===== src/rtl/pre_if_stage.sv =====
`default_nettype none
// ============================================================================
// pre_if_stage : pre-fetch stage that owns the fetch PC, picks the next fetch
//                address and issues the I-cache request.
// Revision     : 1.0
// ============================================================================
module pre_if_stage #(
   parameter logic [31:0] RESET_PC = 32'hBFC00000,
   parameter logic [4:0]  EX_ADEL  = 5'h04
) (
   input  logic        clk,
   input  logic        reset,
   input  logic        fs_allowin,
   output logic        ps_to_fs_valid,
   output logic [38:0] ps_to_fs_bus,
   input  logic [32:0] BPU_to_ps_bus,
   input  logic        br_flush,
   input  logic [31:0] br_target,
   input  logic        flush,
   input  logic [31:0] flush_target,
   output logic        inst_sram_req,
   output logic [31:0] inst_sram_addr,
   input  logic        icache_addr_ok
);

   typedef enum logic [0:0] {
      RUN  = 1'b0,
      HOLD = 1'b1
   } state_e;

   state_e      state_q;
   logic [31:0] pc_q;
   logic [31:0] pend_target_q;
   logic        ps_valid_q;

   logic        predict_valid;
   logic [31:0] bpu_target;
   logic [31:0] nextpc;
   logic        ps_valid;
   logic        adel;
   logic        fire;

   assign predict_valid = BPU_to_ps_bus[0];
   assign bpu_target    = BPU_to_ps_bus[32:1];

   // Reset forces the reset vector so the bus is defined even before the
   // registers have seen their first reset edge.
   always_comb begin
      nextpc = pc_q + 32'd4;
      if (reset)
         nextpc = RESET_PC;
      else if (flush)
         nextpc = flush_target;
      else if (br_flush)
         nextpc = br_target;
      else if (state_q == HOLD)
         nextpc = pend_target_q;
      else if (predict_valid)
         nextpc = bpu_target;
   end

   assign ps_valid = ps_valid_q & ~reset;
   assign adel     = |nextpc[1:0];
   assign fire     = ps_valid & fs_allowin & (adel | icache_addr_ok);

   assign inst_sram_req  = ps_valid & fs_allowin & ~adel;
   assign inst_sram_addr = nextpc;
   assign ps_to_fs_valid = fire;
   assign ps_to_fs_bus   = {~adel, nextpc, adel, (adel ? EX_ADEL : 5'd0)};

   // A redirect that cannot be issued this cycle is parked in pend_target_q;
   // in HOLD only flush/br_flush may replace it, predictions are dropped.
   always_ff @(posedge clk) begin
      if (reset) begin
         pc_q          <= RESET_PC - 32'd4;
         ps_valid_q    <= 1'b0;
         state_q       <= RUN;
         pend_target_q <= 32'd0;
      end else begin
         ps_valid_q <= 1'b1;
         if (fire) begin
            pc_q          <= nextpc;
            state_q       <= RUN;
            pend_target_q <= 32'd0;
         end else if (state_q == RUN) begin
            if (flush | br_flush | predict_valid) begin
               state_q       <= HOLD;
               pend_target_q <= nextpc;
            end
         end else if (flush | br_flush) begin
            pend_target_q <= nextpc;
         end
      end
   end

endmodule
`default_nettype wire


===== config.mk =====
export PLATFORM = sky130hd
export DESIGN_NAME = pre_if_stage
export DESIGN_NICKNAME = d
export VERILOG_FILES = /design/src/rtl/pre_if_stage.sv
export SDC_FILE = /design/constraint.sdc
export NUM_CORES = 1
export LEC_CHECK = 0
export BUFFER_PORTS_ARGS = -buffer_cell sky130_fd_sc_hd__buf_2
export CORE_MARGIN = 10
export CORE_UTILIZATION = 36
export CTS_CLUSTER_DIAMETER = 30
export DETAILED_ROUTE_END_ITERATION = 16
export GPL_ROUTABILITY_DRIVEN = 0
export SYNTH_ARGS = -nofsm -noshare
export SYNTH_HDL_FRONTEND = slang
export SYNTH_SLANG_ARGS = --single-unit

===== constraint.sdc =====
create_clock -name clk -period 2.58 [get_ports clk]
set_clock_uncertainty 0.2 [all_clocks]
set_input_delay 0.129 -clock clk [delete_from_list [all_inputs] [get_ports clk]]
set_output_delay 0.129 -clock clk [all_outputs]
set_load 0.05 [all_outputs]

# After elaboration in Yosys (flattened, before gate mapping)
# Index checks and enable logic that the tools add are counted.
[word_totals] in_bits=103 latchBits=0 rom_bits=0 word_cells=31 register_bits=66 ramBits=0 memories=0
[op_classes] n_mux=12 order_cmp=0 reduce_logical=4 eq_ne=1 addsub=1 n_shift=0 n_mul=0 bitwise=9 div_mod_pow=0
[ops] cell="two-way mux 32 bit" n=8
[ops] cell="adder 32 x 3 -> 32 bit, second input constant" n=1
[ops] cell="bitwise AND 1 bit" n=4
[ops] cell="OR reduction 2 bit" n=2
[ops] cell="two-way mux 1 bit" n=3
[ops] cell="two-way mux 3 bit" n=1
[ops] cell="bitwise OR 1 bit" n=3
[ops] cell="!= test 2 x 1 -> 1 bit, second input constant" n=1
[ops] cell="inverter 1 bit" n=2
[ops] cell="AND reduction 2 bit" n=1
[ops] cell="nonzero test 2 bit" n=1

# Longest topological paths before layout
# Gate-level depths: netlist of run 1.
[logic_depth] depth_word=10 mapped_depth=9

# Worst setup path after synthesis of run 1
# Ideal clock, no wire load.
[synth_timing] kind="reg2out" start="reg pc_q[4]" end="out ps_to_fs_bus[33]" slack_ps=-1246 arrival_time_ps=3497 stages_incl_launch_ff=7 path_buffers=1 path_cell_list="dfxtp_1 -> nand4_2 -> nor4_4 -> nand3_1 -> xnor2_1 -> o41ai_1 -> buf_4"
[synth_between] elab_chain_len=6
[synth_lines] element="start, declared" line_no="32" source="logic [31:0] pc_q;"
[synth_lines] element="start signal, assigned" line_no="75" source="pc_q <= RESET_PC - 32'd4;"
[synth_lines] element="start signal, assigned" line_no="82" source="pc_q <= nextpc;"
[synth_lines] element="adder 32 x 3 -> 32 bit" line_no="49" source="nextpc = pc_q + 32'd4;"
[synth_lines] element="two-way mux 32 bit" line_no="58" source="else if (predict_valid)"
[synth_lines] element="two-way mux 32 bit" line_no="56" source="else if (state_q == HOLD)"
[synth_lines] element="two-way mux 32 bit" line_no="54" source="else if (br_flush)"
[synth_lines] element="two-way mux 32 bit" line_no="52" source="else if (flush)"
[synth_lines] element="two-way mux 32 bit" line_no="50" source="if (reset)"
[synth_lines] element="end, declared" line_no="15" source="output logic [38:0] ps_to_fs_bus,"
# No other way between the ends.

# Worst setup path in the final report of run 1
[layout_timing] start="reg pc_q[2]" end="out ps_to_fs_bus[16]"
# Same word-level chain as after synthesis.

==> results.ini, run 1 <==
[run_status]
status = finished, violations left
violations = hold timing, setup timing

[drt]
drt_pass1_iterations = 5
wl_per_cell_um = 19.37
viasPerCell = 5.533
vias = 5129
drt_drc_violations_left = 0
wirelength_mm = 17.96
drt_iter0_drc = 529
ant_nets = 0

[pwr]
ir_drop_mv = 0.3125
p_total_mw = 3.881
leakagePower_nw = 2.782
power.density_nw_per_um2 = 604.2

[layout]
drive_gt1_share_pct = 42.25
syn_to_final_growth_pct = 40.97
register_area_sq_um = 1366
multiInputGateArea_sq_um = 2965
diodes = 0
n_fill_cell = 1233
nets = 854

[timing]
layout_setup_ws_ns = -0.03157
period_needed_ns = 2.612
fmax_mhz = 382.9
hold_ws_ns = -0.01360
timing.setup.tns_ns = -0.06443
slew_headroom_pct = 64.34
worst_slew_pin_slew_ns = 0.5293
fin_crit_sh_pct = 101.2
slew_viol_final = 0
finalSetupViolations = 4
rsz0062_at_grt = yes
hold_violations = 1

[setup_path]
worst-path-buf-inv = 1
cp_slowest_cell = or4_1
r2r_setup_slack_ns = 0.31
rr_endpoint = pend_target_q[10]
timing.rr.start = pc_q[2]
critPathMaxFanout = 7
end_kind = output port
r2r_cells = 8
path_class = reg -> out
critPathLaunchType = flop
cp_data_arrival_time_ns = 2.28
max_stage_delay_ns = 0.51
crit_chain = ha_4 > nand3_4 > or4_1 > a31oi_2 > o22ai_2 > nor2_2 > buf_6
worstPathRequired_ns = 2.25
crit_family = simple AND/OR/NAND/NOR gates

[grt]
grt_pass1_wl_mm = 27.99
grt_remaining_overflow = 0
grt_max_degree = 29
grt_usage_pct = 19.38
antenna_found_initial = 0
grt_pass1_vias = 5140

[floorplanning]
ios = 176
die_y_um = 132.5
fp.coreArea_sq_um = 12520
fp.dieW_um = 132.5
die-area_sq_um = 17560
initial_utilization_pct = 36.41
rows = 41

[min_path]
min_path_cells = 3
whs_endpoint = pc_q[7]
hold_class = in -> reg
min_from = flush_target[7]

[yosys]
postSynthCellCount = 587
synth_ff_type = dfxtp_1
ys_ff_latch = 66
synth_edf_count = 0
yosys-top-cells-area = dfxtp_1 (29%), buf_4 (6.4%), nor2_1 (6.0%)
synthTopCellsByCount = nor2_1 (73), dfxtp_1 (66), nand2_1 (62)
synth_top_cell_area_share_pct = 29.00
synthArstFlopShare_pct = 0
synth_area_per_cell_sq_um = 7.763
ys_warn_count = 0
synth_top_cell_by_area = dfxtp_1
syn_area_sq_um = 4557
ys_seq_area_share_pct = 29.00
synth_cell_type_count = 69
synth.most_common_cell = nor2_1

[clocking]
cts_max_level = 3
cts_tree = built
clock_latency_ns = 0.33
clk_pin_slew_ns = 0.06
cts_sinks = 66
numCtsBuffers = 9
clk_path_buf_depth = 2
root_buffer = clkbuf_16

[flow_run]
max-cap-violations = 0

[placed_design]
io_buffers = 171
dpl.hpwl_mm = 13.39

## kinds of logic (layout without fill, tap and decap cells)
kind of cell             count (synthesis)  after routing  share of synthesized area [%]
AND/OR/NAND/NOR                        219            219                          23.26
AO/OA/AOI/OAI                          171            171                          28.01
adder cells (fa/ha/maj)                  1              1                         0.2745
XOR/XNOR                                26             26                          4.997
multiplexers                             6              6                          1.318
flip-flops                              66             66                          29.00
other                                    1              4                        0.08229
buffers and inverters                   97            262                          13.07
## placed cells by master (no fill, tap or decap), types with 14 or more instances in the layout
cell type	instances
buf_2	135
nor2_1	64
nand2_1	61
buf_4	56
dfxtp_1	50
a21oi_1	35
nor3_1	27
buf_6	26
o21ai_0	18
a211oi_1	17
xor2_1	14
## through the flow
step                      std cells  util (%)  hold slack (ns)  setup slack [ns]  cell area (sq um)
after floorplan                 590         -           0.1116           -0.1461               4803
after global placement          890     44.89           0.2400            0.1701               5619
after detailed placement        890     44.89           0.2463            0.1275               5619
after CTS                       916     48.93        0.0001419          -0.04737               6125
after global routing            927     51.32          0.01862           -0.1073               6424
final                           927     51.32         -0.01360          -0.03157               6424
## worst reg2reg max path: stages (launching register included)
cell,delay (ns)
dfxtp_4,0.38
ha_4,0.16
nand3_4,0.14
or4_1,0.51
a31oi_2,0.27
o22ai_2,0.13
buf_4,0.16
o21ai_0,0.13
nor2b_1,0.13
## area by class of cell
class	count	share of cell area (%)
inverters	15	0.8765
multi-input cells	427	46.16
flip-flops and latches	66	21.27
clock inverters	6	0.8960
clock buffers	10	3.564
well taps	172	3.350
repair buffers	231	23.88
## where the power goes
group | total, mW | switching (mW) | internal, mW
Combinational | 1.51 | 0.956 | 0.551
Clock | 1.20 | 0.463 | 0.740
Sequential | 1.17 | 0.0734 | 1.10
Total | 3.88 | 1.49 | 2.39
## per-layer routing
metal	wire (um)	global-route usage (%)	vias up	share of wire (%)
met3	1406	5.185	31	7.8
met2	8345	30.20	254	46
met1	7795	25.05	2404	43
li1	-	-	2440	-
met4	410	7.029	0	2.3
met5	0	0	-	0
## registers in the layout (all words and copies together), names as in the netlist
register and count:
pend_target_q 32, pc_q 32, state_q 1, ps_valid_q 1
## worst max-delay path by stage
stage	start	end	cells after the start
2_1_floorplan	pc_q[3]	ps_to_fs_bus[34]	7
3_3_place_gp	pc_q[9]	ps_to_fs_bus[31]	6
3_5_place_dp	pc_q[2]	inst_sram_addr[28]	8
4_1_cts	pc_q[2]	ps_to_fs_bus[25]	7
5_1_grt	pc_q[10]	ps_to_fs_bus[34]	7
6_report	pc_q[2]	ps_to_fs_bus[16]	7
## timing repair
item | 4_1_cts | 5_1_grt
hold buffers | 4 | 0
gates resized for setup | 42 | 70
hold endpoints to repair | 4 | 0
setup endpoints to repair | 38 | 46
pin swaps | 7 | 17
buffers inserted | 6 | 11
Note: power is estimated with default switching activity, not from simulation.
==> run 2: changes to the inputs <==
ABC_AREA = 1   (was unset)
CORE_MARGIN = 1.5   (was 10)
==> run 2 against run 1 <==
Compared with the run above:
- the flow now finishes without violations
- sequential cell count stayed put
- sequential power hardly changed
- global-route usage is 3.2 points higher
==> results.ini, run 2 <==
[layout]
layout_commonest_cell = nand2_1  ; was buf_2
nets = 1101  ; was 854
drive_gt1_share_pct = 27.67  ; was 42.25%
largestRegisters = pc_q x32, pend_target_q x32  ; unchanged
syn_to_final_growth_pct = 31.76  ; was 40.97%
diodes = 0  ; unchanged
stdcell_count = 1177  ; was 927
final_cell_mix = nand2_1 (246), buf_2 (139), nor2_1 (116)  ; was buf_2 (135), nor2_1 (64), nand2_1 (61)
final_area_sq_um = 6494  ; was 6424 sq um

[flow_run]
max-cap-violations = 0  ; unchanged

[floorplanning]
die-area_sq_um = 14400  ; was 17,560 sq um
die_y_um = 120.0  ; was 132.5 um
fp.dieW_um = 120.0  ; was 132.5 um
initial_utilization_pct = 37.07  ; was 36.41%
ios = 176  ; unchanged
rows = 42  ; was 41
fp.coreArea_sq_um = 13300  ; was 12,520 sq um

[clocking]
cts_tree = built  ; unchanged
root_buffer = clkbuf_16  ; unchanged
cts_sinks = 66  ; unchanged
clk_pin_slew_ns = 0.05  ; was 0.06 ns
clock_latency_ns = 0.33  ; about the same
cts_max_level = 3  ; unchanged
clk_path_buf_depth = 2  ; unchanged
numCtsBuffers = 9  ; unchanged

[timing]
worst_slew_pin_slew_ns = 0.7271  ; was 0.5293 ns
finalSetupViolations = 0  ; was 4
layout_setup_ws_ns = 0.09895  ; was -0.03157 ns
rsz0062_at_grt = yes  ; unchanged
slew_headroom_pct = 51.46  ; was 64.34%
fin_crit_sh_pct = 96.16  ; was 101.2%
fmax_mhz = 403.1  ; was 382.9 MHz
hold_violations = 0  ; was 1
period_needed_ns = 2.481  ; was 2.612 ns
timing.setup.tns_ns = 0  ; was -0.06443 ns
slew_viol_final = 0  ; unchanged

[yosys]
synth_top_cell_by_area = dfxtp_1  ; unchanged
syn_area_sq_um = 4928  ; was 4557 sq um
synth_ff_type = dfxtp_1  ; unchanged
ys_seq_area_share_pct = 26.81  ; was 29.00%
synth_top_cell_area_share_pct = 26.81  ; was 29.00%
ys_ff_latch = 66  ; unchanged
synth_area_per_cell_sq_um = 5.853  ; was 7.763 sq um
synth_edf_count = 0  ; unchanged
postSynthCellCount = 842  ; was 587
ys_warn_count = 0  ; unchanged
synthArstFlopShare_pct = 0  ; unchanged
synthTopCellsByCount = nand2_1 (253), nor2_1 (130), dfxtp_1 (66)  ; was nor2_1 (73), dfxtp_1 (66), nand2_1 (62)
synth.most_common_cell = nand2_1  ; was nor2_1
synth_cell_type_count = 36  ; was 69
yosys-top-cells-area = dfxtp_1 (27%), nand2_1 (19%), nor2_1 (9.9%)  ; was dfxtp_1 (29%), buf_4 (6.4%), nor2_1 (6.0%)

[drt]
drt_pass1_iterations = 4  ; was 5
ant_nets = 0  ; unchanged
vias = 5808  ; was 5,129
drt_drc_violations_left = 0  ; unchanged
drt_iter0_drc = 315  ; was 529
wl_per_cell_um = 14.05  ; was 19.37 um
viasPerCell = 4.935  ; was 5.533
wirelength_mm = 16.53  ; was 17.96 mm

[pwr]
p_total_mw = 3.707  ; was 3.881 mW
leakagePower_nw = 3.490  ; was 2.782 nW
ir_drop_mv = 0.2608  ; was 0.3125 mV
power.density_nw_per_um2 = 570.8  ; was 604.2 nW/um^2

[placed_design]
io_buffers = 171  ; unchanged
placed_cells = 1134  ; was 890
dpl.hpwl_mm = 11.84  ; was 13.39 mm
dpl_worst_slack_ns = 0.2513  ; was 0.1275 ns
postPlaceCellArea_sq_um = 5675  ; was 5619 sq um

[min_path]
hold_class = in -> reg  ; unchanged

[setup_path]
crit_family = simple AND/OR/NAND/NOR gates  ; unchanged
crit_chain = ha_4 > inv_1 > nor2_1 > nand2_2 > nor2_1 > buf_4 > nand3_1 > nand3_1 > nand2_1 > nand2_1 > nand3_1 > inv_1 > buf_6  ; was ha_4 > nand3_4 > or4_1 > a31oi_2 > o22ai_2 > nor2_2 > buf_6
cpMostUsedCell = nand3_1
critPathMaxFanout = 7  ; unchanged
end_kind = output port  ; unchanged
worst-path-buf-inv = 4  ; was 1
cp_slowest_cell = dfxtp_2  ; was or4_1
critPathLaunchType = flop  ; unchanged
path_class = reg -> out  ; unchanged
cp_data_arrival_time_ns = 2.15  ; was 2.28 ns
max_stage_delay_ns = 0.37  ; was 0.51 ns
worstPathRequired_ns = 2.25  ; about the same

[grt]
antenna_found_initial = 0  ; unchanged
grt_max_degree = 46  ; was 29
grt_pass1_wl_mm = 26.06  ; was 27.99 mm
grt_pass1_vias = 5268  ; was 5,140
grt_usage_pct = 22.58  ; was 19.38%
grt_remaining_overflow = 0  ; unchanged

[run_status]
status = finished clean  ; was finished, violations left

-- run 2: cell count changes after synthesis, moves of 20 or more --
cell | before | now
nor2_1 | 73 | 130
inv_1 | 11 | 63
a211oi_1 | 20 | 0
nand3_1 | 15 | 60
or2_2 | 1 | 22
nand2_1 | 62 | 253
a21oi_1 | 36 | 64
nor3_1 | 30 | 3
-- run 2: repair_timing --
item,CTS,global route
resized for setup,10,95
gates cloned,0,1
buffers inserted,0,1
hold buffers,26,0
pin swaps,0,4
endpoints found under the hold margin,30,0
setup endpoints to repair,24,62
-- run 2: stage by stage --
stage | hold WS [ns] | utilization [%]
finish | 0.004547 | 48.84
global route | 0.04384 | 48.84
CTS | 0.001002 | 46.92
detailed placement | 0.2603 | 42.69
global placement | 0.2570 | 42.69
floorplan | 0.1301 | -
-- run 2: worst paths after layout --
check | startpoint | end | slack, ns | cells after the start
max | pc_q[3] | ps_to_fs_bus[24] | 0.1 | 13
min | br_target[20] | pc_q[20] | 0.005 | 5
max reg2reg | state_q | pc_q[17] | 0.18 | 13
min reg2reg | pc_q[31] | pc_q[31] | 0.26 | 2
-- run 2: area by class of cell --
| type | count | area [sq um] |
|---|---|---|
| inverters | 70 | 262.8 |
| clock inverters | 2 | 12.51 |
| repair buffers | 218 | 1399 |
| flip-flops and latches | 66 | 1335 |
| clock buffers | 13 | 260.3 |
| multi-input cells | 632 | 3004 |
| well taps | 176 | 220.2 |
| fillers | 1439 | 6802 |
-- run 2: metal layers --
layer / GRT usage, % / vias to the layer above / share of wire (%)
met1: 30.71 / 2604 / 45
li1: - / 2969 / -
met5: 0 / - / 0
met4: 6.771 / 0 / 1.3
met3: 2.757 / 14 / 6.7
met2: 37.32 / 221 / 47
-- run 2: logic make-up after synthesis --
logic type,synth area share (%)
buf+inv,15.28
simple gates,42.19
other cells,0.07609
xor+xnor,0.7110
flops,26.81
fa+ha+maj,0.2538
compound gates,14.67
-- run 2: worst reg2reg max path, stage by stage (launching register included) --
cell           delay, ns
dfxtp_1             0.31
buf_4               0.19
nor2_4              0.13
nand2_1             0.06
nand4_1             0.10
nand2_2             0.09
nand2_2             0.11
inv_2               0.04
nand2_1             0.09
nand2_4             0.08
buf_6               0.17
a21oi_1             0.12
dlygate4sd3_1       0.56
nor2_1              0.04
-- run 2: power by group --
group / switching, mW / leakage (nW) / internal, mW
Sequential: 0.0602 / 0.539 / 1.10
Clock: 0.446 / 0.132 / 0.696
Combinational: 0.948 / 2.82 / 0.459
